<file path="src/rtl/aes_pkg.sv">
// Shared types and constants for the AES-128 word-stream controller.
package aes_pkg;
   localparam int AES_BLOCK_W      = 128;
   localparam int AES_CORE_LATENCY = 13;

   typedef enum logic [2:0] {LOAD, KICK, START, WAIT, DRAIN} strm_state_t;
endpackage

</file>
<file path="src/rtl/aes_stream_ctrl_if.sv">
// Valid/ready word streams between the bus/DMA side and the AES stream controller.
interface aes_stream_ctrl_if #(parameter int WORD_W = 32);
   logic              in_valid;
   logic              in_ready;
   logic [WORD_W-1:0] in_data;
   logic              out_valid;
   logic              out_ready;
   logic [WORD_W-1:0] out_data;
   logic              out_last;

   modport master (output in_valid, in_data, out_ready,
                   input  in_ready, out_valid, out_data, out_last);
   modport slave  (input  in_valid, in_data, out_ready,
                   output in_ready, out_valid, out_data, out_last);
endinterface

</file>
<file path="src/rtl/aes_word_packer.sv">
// Assembles WORD_W-bit words into one 128-bit block; word index 0 lands in the top bits.
module aes_word_packer
   import aes_pkg::*;
#(
   parameter int WORD_W = 32
) (
   input  logic                                       clk,
   input  logic                                       rst,
   input  logic                                       i_wr_en,
   input  logic [$clog2(AES_BLOCK_W/WORD_W)-1:0]      i_idx,
   input  logic [WORD_W-1:0]                          i_word,
   output logic [AES_BLOCK_W-1:0]                     o_block
);
   localparam int NWORDS = AES_BLOCK_W / WORD_W;
   localparam int PTR_W  = $clog2(NWORDS);

   for (genvar gi = 0; gi < NWORDS; gi++) begin : g_word
      logic [WORD_W-1:0] r_word;

      always_ff @(posedge clk or posedge rst) begin
         if (rst) begin
            r_word <= '0;
         end else if (i_wr_en && (i_idx == PTR_W'(gi))) begin
            r_word <= i_word;
         end
      end

      assign o_block[AES_BLOCK_W-1-gi*WORD_W -: WORD_W] = r_word;
   end
endmodule

</file>
<file path="src/rtl/aes_stream_ctrl.sv">
// Word-stream front/back end for an external iterative AES-128 core: load block, kick core, wait, drain.
module aes_stream_ctrl
   import aes_pkg::*;
#(
   parameter int WORD_W     = 32,
   parameter int WAIT_LIMIT = 31
) (
   input  logic                   clk,
   input  logic                   reset,
   input  logic [AES_BLOCK_W-1:0] key_in,
   aes_stream_ctrl_if.slave       strm,
   output logic                   core_reset,
   output logic                   core_start,
   output logic [AES_BLOCK_W-1:0] core_key,
   output logic [AES_BLOCK_W-1:0] core_plaintext,
   input  logic                   core_done,
   input  logic [AES_BLOCK_W-1:0] core_ciphertext,
   output logic                   busy,
   output logic                   timeout_err,
   output logic [31:0]            blk_count
);
   localparam int NWORDS = AES_BLOCK_W / WORD_W;
   localparam int PTR_W  = $clog2(NWORDS);
   localparam int WC_W   = $clog2(WAIT_LIMIT + 1);

   strm_state_t            r_state, w_state_next;
   logic [PTR_W-1:0]       r_ptr, w_ptr_inc;
   logic [WC_W-1:0]        r_wait_cnt;
   logic                   r_in_ready, r_busy, r_out_valid, r_out_last, r_core_reset, r_core_start;
   logic [WORD_W-1:0]      r_out_data;
   logic [AES_BLOCK_W-1:0] r_core_key, r_core_pt, r_cipher;
   logic                   r_timeout_err;
   logic [31:0]            r_blk_count;

   logic                   w_in_hs, w_out_hs, w_ptr_last, w_wait_expired;
   logic                   w_in_ready_next, w_busy_next, w_out_valid_next, w_out_last_next;
   logic                   w_core_reset_next, w_core_start_next;
   logic [WORD_W-1:0]      w_out_data_next;
   logic [AES_BLOCK_W-1:0] w_plain_block;
   logic [WORD_W-1:0]      w_cipher_words [NWORDS];

   assign w_in_hs        = strm.in_valid & r_in_ready;
   assign w_out_hs       = r_out_valid & strm.out_ready;
   assign w_ptr_last     = (r_ptr == PTR_W'(NWORDS - 1));
   assign w_ptr_inc      = r_ptr + PTR_W'(1);
   assign w_wait_expired = (r_wait_cnt == WC_W'(WAIT_LIMIT - 1));

   aes_word_packer #(.WORD_W(WORD_W)) u_packer (
      .clk     (clk),
      .rst     (reset),
      .i_wr_en (w_in_hs),
      .i_idx   (r_ptr),
      .i_word  (strm.in_data),
      .o_block (w_plain_block)
   );

   for (genvar gi = 0; gi < NWORDS; gi++) begin : g_cipher_word
      assign w_cipher_words[gi] = r_cipher[AES_BLOCK_W-1-gi*WORD_W -: WORD_W];
   end

   always_comb begin : next_state
      w_state_next = r_state;
      case (r_state)
         LOAD:    if (w_in_hs && w_ptr_last) w_state_next = KICK;
         KICK:    w_state_next = START;
         START:   w_state_next = WAIT;
         WAIT: begin
            if (core_done)           w_state_next = DRAIN;
            else if (w_wait_expired) w_state_next = LOAD;
         end
         DRAIN:   if (w_out_hs && w_ptr_last) w_state_next = LOAD;
         default: w_state_next = LOAD;
      endcase
   end

   // Outputs are decoded from the next state so the registered copies line up with the state itself.
   always_comb begin : next_outputs
      w_in_ready_next   = (w_state_next == LOAD);
      w_busy_next       = (w_state_next != LOAD);
      w_out_valid_next  = (w_state_next == DRAIN);
      w_core_start_next = (w_state_next == START);
      w_core_reset_next = (w_state_next == KICK) ||
                          (r_state == LOAD && w_state_next == LOAD && r_core_reset);
      w_out_data_next   = r_out_data;
      w_out_last_next   = r_out_last;
      if (r_state == WAIT && w_state_next == DRAIN) begin
         w_out_data_next = core_ciphertext[AES_BLOCK_W-1 -: WORD_W];
         w_out_last_next = 1'b0;
      end else if (r_state == DRAIN && w_out_hs) begin
         if (w_ptr_last) begin
            w_out_last_next = 1'b0;
         end else begin
            w_out_data_next = w_cipher_words[w_ptr_inc];
            w_out_last_next = (w_ptr_inc == PTR_W'(NWORDS - 1));
         end
      end
   end

   always_ff @(posedge clk or posedge reset) begin : state_reg
      if (reset) begin
         r_state      <= LOAD;
         r_in_ready   <= 1'b1;
         r_busy       <= 1'b0;
         r_out_valid  <= 1'b0;
         r_out_last   <= 1'b0;
         r_out_data   <= '0;
         r_core_reset <= 1'b1;
         r_core_start <= 1'b0;
      end else begin
         r_state      <= w_state_next;
         r_in_ready   <= w_in_ready_next;
         r_busy       <= w_busy_next;
         r_out_valid  <= w_out_valid_next;
         r_out_last   <= w_out_last_next;
         r_out_data   <= w_out_data_next;
         r_core_reset <= w_core_reset_next;
         r_core_start <= w_core_start_next;
      end
   end

   always_ff @(posedge clk or posedge reset) begin : datapath
      if (reset) begin
         r_ptr         <= '0;
         r_wait_cnt    <= '0;
         r_core_key    <= '0;
         r_core_pt     <= '0;
         r_cipher      <= '0;
         r_timeout_err <= 1'b0;
         r_blk_count   <= '0;
      end else begin
         if ((r_state == LOAD && w_in_hs) || (r_state == DRAIN && w_out_hs)) begin
            r_ptr <= w_ptr_last ? '0 : w_ptr_inc;
         end
         if (r_state == START)     r_wait_cnt <= '0;
         else if (r_state == WAIT) r_wait_cnt <= r_wait_cnt + WC_W'(1);
         if (r_state == KICK) begin
            r_core_key <= key_in;
            r_core_pt  <= w_plain_block;
         end
         if (r_state == WAIT && core_done) r_cipher <= core_ciphertext;
         if (r_state == WAIT && !core_done && w_wait_expired) r_timeout_err <= 1'b1;
         if (r_state == DRAIN && w_out_hs && w_ptr_last) r_blk_count <= r_blk_count + 32'd1;
      end
   end

   assign strm.in_ready   = r_in_ready;
   assign strm.out_valid  = r_out_valid;
   assign strm.out_data   = r_out_data;
   assign strm.out_last   = r_out_last;
   assign core_reset      = r_core_reset;
   assign core_start      = r_core_start;
   assign core_key        = r_core_key;
   assign core_plaintext  = r_core_pt;
   assign busy            = r_busy;
   assign timeout_err     = r_timeout_err;
   assign blk_count       = r_blk_count;
endmodule

</file>
<file path="src/flat_wrapper.sv">
// flat-port wrapper written by rule: the top's interface ports become plain ports
module aes_stream_ctrl_flat import aes_pkg::*;
#(
   parameter int WORD_W     = 32,
   parameter int WAIT_LIMIT = 31
)
  (clk, reset, key_in, core_reset, core_start, core_key, core_plaintext, core_done, core_ciphertext, busy, timeout_err, blk_count, strm_in_valid, strm_in_data, strm_out_ready, strm_in_ready, strm_out_valid, strm_out_data, strm_out_last);
  aes_stream_ctrl_if #(.WORD_W(WORD_W)) strm_i ();
  input  logic clk;
  input  logic reset;
  input  logic [AES_BLOCK_W-1:0] key_in;
  output logic core_reset;
  output logic core_start;
  output logic [AES_BLOCK_W-1:0] core_key;
  output logic [AES_BLOCK_W-1:0] core_plaintext;
  input  logic core_done;
  input  logic [AES_BLOCK_W-1:0] core_ciphertext;
  output logic busy;
  output logic timeout_err;
  output logic [31:0] blk_count;
  input wire logic [$bits(strm_i.in_valid)-1:0] strm_in_valid;
  input wire logic [$bits(strm_i.in_data)-1:0] strm_in_data;
  input wire logic [$bits(strm_i.out_ready)-1:0] strm_out_ready;
  output wire logic [$bits(strm_i.in_ready)-1:0] strm_in_ready;
  output wire logic [$bits(strm_i.out_valid)-1:0] strm_out_valid;
  output wire logic [$bits(strm_i.out_data)-1:0] strm_out_data;
  output wire logic [$bits(strm_i.out_last)-1:0] strm_out_last;
  assign strm_i.in_valid = strm_in_valid;
  assign strm_i.in_data = strm_in_data;
  assign strm_i.out_ready = strm_out_ready;
  assign strm_in_ready = strm_i.in_ready;
  assign strm_out_valid = strm_i.out_valid;
  assign strm_out_data = strm_i.out_data;
  assign strm_out_last = strm_i.out_last;
  aes_stream_ctrl #(.WORD_W(WORD_W), .WAIT_LIMIT(WAIT_LIMIT)) u_core (.clk(clk), .reset(reset), .key_in(key_in), .strm(strm_i), .core_reset(core_reset), .core_start(core_start), .core_key(core_key), .core_plaintext(core_plaintext), .core_done(core_done), .core_ciphertext(core_ciphertext), .busy(busy), .timeout_err(timeout_err), .blk_count(blk_count));
endmodule
</file>
<file path="config.mk">
export PLATFORM = sky130hd
export DESIGN_NAME = aes_stream_ctrl_flat
export DESIGN_NICKNAME = d
export VERILOG_FILES = /design/src/rtl/aes_pkg.sv /design/src/rtl/aes_stream_ctrl_if.sv /design/src/rtl/aes_word_packer.sv /design/src/rtl/aes_stream_ctrl.sv /design/src/flat_wrapper.sv
export SDC_FILE = /design/constraint.sdc
export NUM_CORES = 1
export LEC_CHECK = 0
export ABC_CLOCK_PERIOD_IN_PS = 28200
export BUFFER_PORTS_ARGS = -buffer_cell sky130_fd_sc_hd__buf_2
export CELL_PAD_IN_SITES_DETAIL_PLACEMENT = 1
export CELL_PAD_IN_SITES_GLOBAL_PLACEMENT = 1
export CORE_ASPECT_RATIO = 0.6
export CORE_MARGIN = 3
export CORE_UTILIZATION = 42
export DETAILED_ROUTE_END_ITERATION = 6
export GPL_TIMING_DRIVEN = 0
export PLACE_DENSITY = 0.84
export SYNTH_ARGS = -nofsm -noshare
export SYNTH_HDL_FRONTEND = slang
export SYNTH_SLANG_ARGS = --single-unit
export TNS_END_PERCENT = 1
</file>
<file path="constraint.sdc">
create_clock -name clk -period 28.2 [get_ports clk]
set_input_delay 4.23 -clock clk [delete_from_list [all_inputs] [get_ports clk]]
set_output_delay 4.23 -clock clk [all_outputs]
set_load 0.01 [all_outputs]
</file>
Yosys cells after proc, flatten, opt, wreduce, memory -nomap -nowiden. Cells that the tools add are included.

Register bits after elaboration: 593. Bits of input ports: 293. Output and inout bits: 327. Word-level logic and storage cells: 80.

Add/subtract/negate cells: 3. Order comparisons: 1. Equal/unequal tests: 13. Muxes and demuxes: 17. Bitwise gates (word level): 3. Reduce and logical (&&, ||, !) cells: 24.

Operators by type and width (number): two-way mux 32 bit (5); binary-select mux 32 bit (select 2 bit) (1); adder 32 x 1 -> 32 bit (second input constant) (1); case mux 3 bit (5 select lines) (1); logical AND 1 bit (14); two-way mux 3 bit (4); two-way mux 5 bit (2); equality test 3 x 2 -> 1 bit (second input constant) (3); equality test 2 bit (second input constant) (3); equality test 3 x 1 -> 1 bit (second input constant) (2); equality test 3 bit (second input constant) (2); zero test 3 bit (2); adder 5 x 1 -> 5 bit (second input constant) (1); equality test 5 bit (second input constant) (1); nonzero test 2 bit (2); greater-or-equal comparator 3 bit (second input constant) (1); two-way mux 1 bit (3); inverter 2 -> 3 bit (1); nonzero test 3 bit (1); adder 2 x 1 -> 2 bit (second input constant) (1); AND 1 bit (2); equality test 2 x 1 -> 1 bit (second input constant) (1); zero test 2 bit (1); logical OR 1 bit (2); 4 further kinds (4).

Logic depth before layout (Yosys ltp).
Depth after elaboration: 8. Gate-level depth with buffers: 9. Mapped depth without buffers: 7.

Modules after synthesis. Synthesis repeated with hierarchy kept, for this count alone.

Cells, all modules: 1724. Area, all modules: 23387.4 um^2.

By module, submodules not included: aes_stream_ctrl (instances 1, cells each 1451, area each 18639.1 um^2, sequential area each 11638.7 um^2); aes_word_packer (instances 1, cells each 273, area each 4748.3 um^2, sequential area each 3203.1 um^2).

Worst setup path after synthesis. OpenSTA, ideal clock, no wires.

Path kind: input port to flip-flop. From: input port strm_out_ready. To: register u_core.r_blk_count[16] (netlist: u_core.blk_count[16]). Library setup time: 125 ps. Arrival: 5218 ps. Data required time: 28075 ps. Slack: 22856 ps. Cell stages on the path: 4. Cells stage by stage: and2_1 -> nand4_4 -> or4_1 -> xnor2_1.

Cells in the longest elaborated chain, start to end: 3.

RTL lines: start: declaration (RTL line flat_wrapper.sv:23) `input wire logic [$bits(strm_i.out_ready)-1:0] strm_out_ready;`; AND 1 bit (RTL line aes_stream_ctrl.sv:43) `assign w_out_hs = r_out_valid & strm.out_ready;`; logical AND 1 bit (2 in series) (RTL line aes_stream_ctrl.sv:142) `if (r_state == DRAIN && w_out_hs && w_ptr_last) r_blk_count <= r_blk_count + 32'd1;`; end signal: assignment (RTL line aes_stream_ctrl.sv:142); end: declaration (RTL line aes_stream_ctrl.sv:33) `logic [31:0] r_blk_count;`.

No other way between the ends. A chain may end at the register's enable or synchronous reset.

Worst setup path after layout.
From: register u_core.r_in_ready (netlist: u_core.strm.in_ready). To: output port strm_in_ready.

RTL lines: start: declaration (RTL line aes_stream_ctrl.sv:29) `logic r_in_ready, r_busy, r_out_valid, r_out_last, r_core_reset, r_core_start;`; start signal: assignment (RTL line aes_stream_ctrl.sv:111) `r_in_ready <= w_in_ready_next;`; end: declaration (RTL line flat_wrapper.sv:24) `output wire logic [$bits(strm_i.in_ready)-1:0] strm_in_ready;`.

No word-level cell between the ends.

==> summary.log <==
qor: status.status complete, no violations
qor: place.detailed_place_hpwl 59500 um
qor: route.drt-wirelength-per-cell 24.2 um
qor: worst_setup_path.cp_cell_sequence buf_2
qor: worst_setup_path.startpoint u_core.strm.in_ready
qor: synthesis.synthDominantCellAreaShare 0.632
qor: worst_setup_path.criticalPathCategory flop to primary output
qor: layout.stdcell_area 29600 um^2
qor: cts.ctsRootBufferMaster sky130_fd_sc_hd__clkbuf_16
qor: sta.timing.fmax 0.178 GHz
qor: floorplanning.placeable_core_area 54600 um^2
qor: cts.cts_inserted_buffers 54
qor: sta.drv_slew 0
qor: cts.holdBufCountCts 0
qor: worst_setup_path.crit_path_launch_type flop
qor: layout.layout_stage_area_growth_over_the_synthesis_result 26.4%
qor: floorplanning.die-area 58700 um^2
qor: layout.postLayoutCoreUtil 0.542
qor: pwr.cellInternalPower 2350 uW
qor: synthesis.synthCells 1775
qor: sta.unrepaired_setup_endpoints_after_global_routing false
qor: grt.overflow 0
qor: place.pre_cts_slack 21910 ps
qor: cts.cts_max_level 2
qor: sta.setup-tns-final 0 ps
qor: worst_setup_path.worstPathMaxFanout 6
qor: pwr.power.sequential.fraction 0.409
qor: cts.tritoncts_clock_tree built
qor: worst_setup_path.worst_r2r_endpoint u_core.strm.out_data[11]
qor: floorplanning.io-pin-count 620
qor: grt.antenna_found_initial 37
qor: min_path.timing.hold.worst.class flop to flop
qor: grt.grt_pass1_wl 119000 um
qor: worst_setup_path.crit_required 23970 ps
qor: synthesis.yosys_warnings 0
qor: sta.fin_skew 20.7 ps
qor: route.detail_route.iter0.violations 944
qor: sta.layout_worst_path_cycle_share 0.200
qor: sta.tightestPinTransition 1060 ps
qor: route.route.final.wire_length 79200 um
qor: sta.worst_slack 22570 ps
qor: route.vias_per_cell 5.23
qor: grt.first_global_vias 18900
qor: floorplanning.initial_core_util 0.429
qor: pwr.power.share.combinational 0.367
qor: route.drt-pass1-iter-count 5
qor: pwr.leakagePower 0.0146 uW
qor: route.postRouteAntennaNets 0
qor: min_path.hold_path_depth 1
qor: cts.cts_resized 0
qor: pwr.power_density 122 nW/um^2
qor: worst_setup_path.worstReg2RegStart u_core.r_ptr[0]
qor: synthesis.synth-seq-cells 593
qor: worst_setup_path.ff2ff_setup_slack 25040 ps
qor: pwr.peak_supply_drop 62.6 uV
qor: pwr.netSwitchingFraction 0.348
qor: floorplanning.die_width 311 um
qor: worst_setup_path.cpPeakStageDelay 590 ps
qor: worst_setup_path.ff2ff_path_depth 9
qor: synthesis.netlist-cell-type-count 38
qor: place.routabilityCongestion 0.883
qor: worst_setup_path.worstSetupEndpointType primary output
qor: route.drc_errors 0
qor: sta.setup_viol_count_final 0
qor: synthesis.sequential_element_share_of_the_synthesized_area 0.635
qor: worst_setup_path.cp_data_arrival_time 1400 ps
qor: worst_setup_path.crit_slowest_cell sky130_fd_sc_hd__dfstp_2
qor: cts.cts_setup_buffers 0
qor: grt.gr-usage-all-layers 0.265
qor: cts.cts.sink_count 593
qor: synthesis.synthesis.area 23400 um^2
qor: cts.worstSkewPairLatency 600 ps
qor: layout.commonest_non_fill_non_tap_cell_in_the_layout sky130_fd_sc_hd__buf_2
qor: route.via_count_of_the_routed_design 17100
qor: run.maxCapViolations 0
qor: pwr.pwr-share-clk 0.225
qor: worst_setup_path.category_of_cells_accounting_for_the_largest_share_of_critical_path_delay flip-flops
qor: floorplanning.std_cell_rows 66
qor: cts.cts.path.max_buffers 3
qor: layout.commonest_cells_after_routing_fill_and_taps_aside sky130_fd_sc_hd__buf_2 (661), sky130_fd_sc_hd__dfrtp_1 (591), sky130_fd_sc_hd__nand2_1 (439)
qor: cts.clkSlewWorstSetupHoldPaths 60 ps
qor: pwr.power.switching 1250 uW
qor: synthesis.synth_area_leader_cell sky130_fd_sc_hd__dfrtp_1
qor: synthesis.average_instance_area_after_synthesis 13.2 um^2
qor: place.io_buffer_count 619
qor: worst_setup_path.cp-endpoint strm_in_ready
qor: sta.final_hold_viol_count 0
qor: synthesis.synth.area.top_cells sky130_fd_sc_hd__dfrtp_1 (63%), sky130_fd_sc_hd__mux2_2 (19%), sky130_fd_sc_hd__nand2_1 (7.0%), sky130_fd_sc_hd__mux4_2 (3.1%), sky130_fd_sc_hd__a21oi_1 (1.4%)
qor: layout.fin_nets 2755
qor: worst_setup_path.critPathBufInv 1
qor: sta.period_needed 5630 ps
qor: worst_setup_path.path_depth 1
qor: grt.pin_count_of_the_biggest_net_entering_global_routing 138
qor: place.dpl-instance-area 27600 um^2
qor: sta.max_slew_margin 0.293
qor: synthesis.syn-num-nets 2075
qor: layout.share_of_cells_above_drive_strength_1 0.474
qor: pwr.post-layout-total-power 3610 uW
qor: floorplanning.fp.dieH 189 um
[how the worst min path moves through the flow]
stage	from	to	slack [ps]
after CTS	u_core.timeout_err	u_core.timeout_err	460
after detailed placement	u_core.timeout_err	u_core.timeout_err	440
after global placement	u_core.timeout_err	u_core.timeout_err	440
after global routing	u_core.timeout_err	u_core.timeout_err	500
after floorplan	u_core.r_cipher[0]	u_core.r_cipher[0]	440
final	u_core.timeout_err	u_core.timeout_err	470
[metal layers]
layer,up-vias,GRT usage,share of wire
met5,-,0,0.00081
met4,10,0.132,0.051
met3,225,0.0689,0.066
met2,584,0.433,0.48
met1,8878,0.330,0.40
li1,7394,-,-
[logic make-up after synthesis]
group                    share of synthesized area
AO/OA/AOI/OAI                               0.0188
flip-flops                                   0.635
XOR/XNOR                                    0.0116
multiplexers                                 0.217
adder cells (fa/ha/maj)                    0.00374
buffers and inverters                       0.0199
AND/OR/NAND/NOR                             0.0945
[state kept, by name, indices dropped and copies added, names as in the netlist]
name                           count
u_core.core_key                  128
u_core.core_plaintext            128
u_core.r_cipher                  128
u_core.u_packer.g_word.r_word    128
u_core.blk_count                  32
u_core.strm.out_data              32
u_core.r_wait_cnt                  5
u_core.r_state                     3
u_core.r_ptr                       2
u_core.busy                        1
u_core.core_reset                  1
u_core.core_start                  1
u_core.strm.in_ready               1
u_core.strm.out_last               1
u_core.strm.out_valid              1
u_core.timeout_err                 1
[power groups by stage]
stage / clock (uW) / sequential [uW] / combinational [uW]
after CTS: 828 / 1470 / 1340
after detailed placement: 0 / 1480 / 1320
final: 811 / 1470 / 1320
after floorplan: 0 / 1520 / 705
after global placement: 0 / 1450 / 1250
after global routing: 870 / 1520 / 1420
[Yosys cell counts, drive strengths merged]
cell type / instances
a2111oi: 1
a21o: 4
a21oi: 66
a22o: 3
and2: 2
and3: 4
and4: 5
buf: 53
clkbuf: 41
dfrtp: 591
dfstp: 2
ha: 7
inv: 8
mux2: 385
mux2i: 2
mux4: 32
nand2: 439
nand2b: 2
nand3: 16
nand4: 10
nor2: 49
nor3: 8
nor3b: 2
nor4: 1
o21ai: 7
o41ai: 1
or2: 1
or4: 2
xnor2: 24
xor2: 7
[through the flow]
stage                     cells  hold slack [ps]
after floorplan            1775              440
after global placement     3142              441
after detailed placement   3147              443
after CTS                  3242              457
after global routing       3266              496
final                      3268              470
[cell type report]
cell class                 count  area (um^2)
fill                        5788        25000
sequential                   593        14800
multi-input combinational   1080         8080
timing repair buffer         624         3240
clock buffer                  78         1580
tap                          748          936
buffer                        94          435
clock inverter                17          359
antenna                       26         65.1
inverter                       8         37.5
Power figures use the tool's default switching activity.
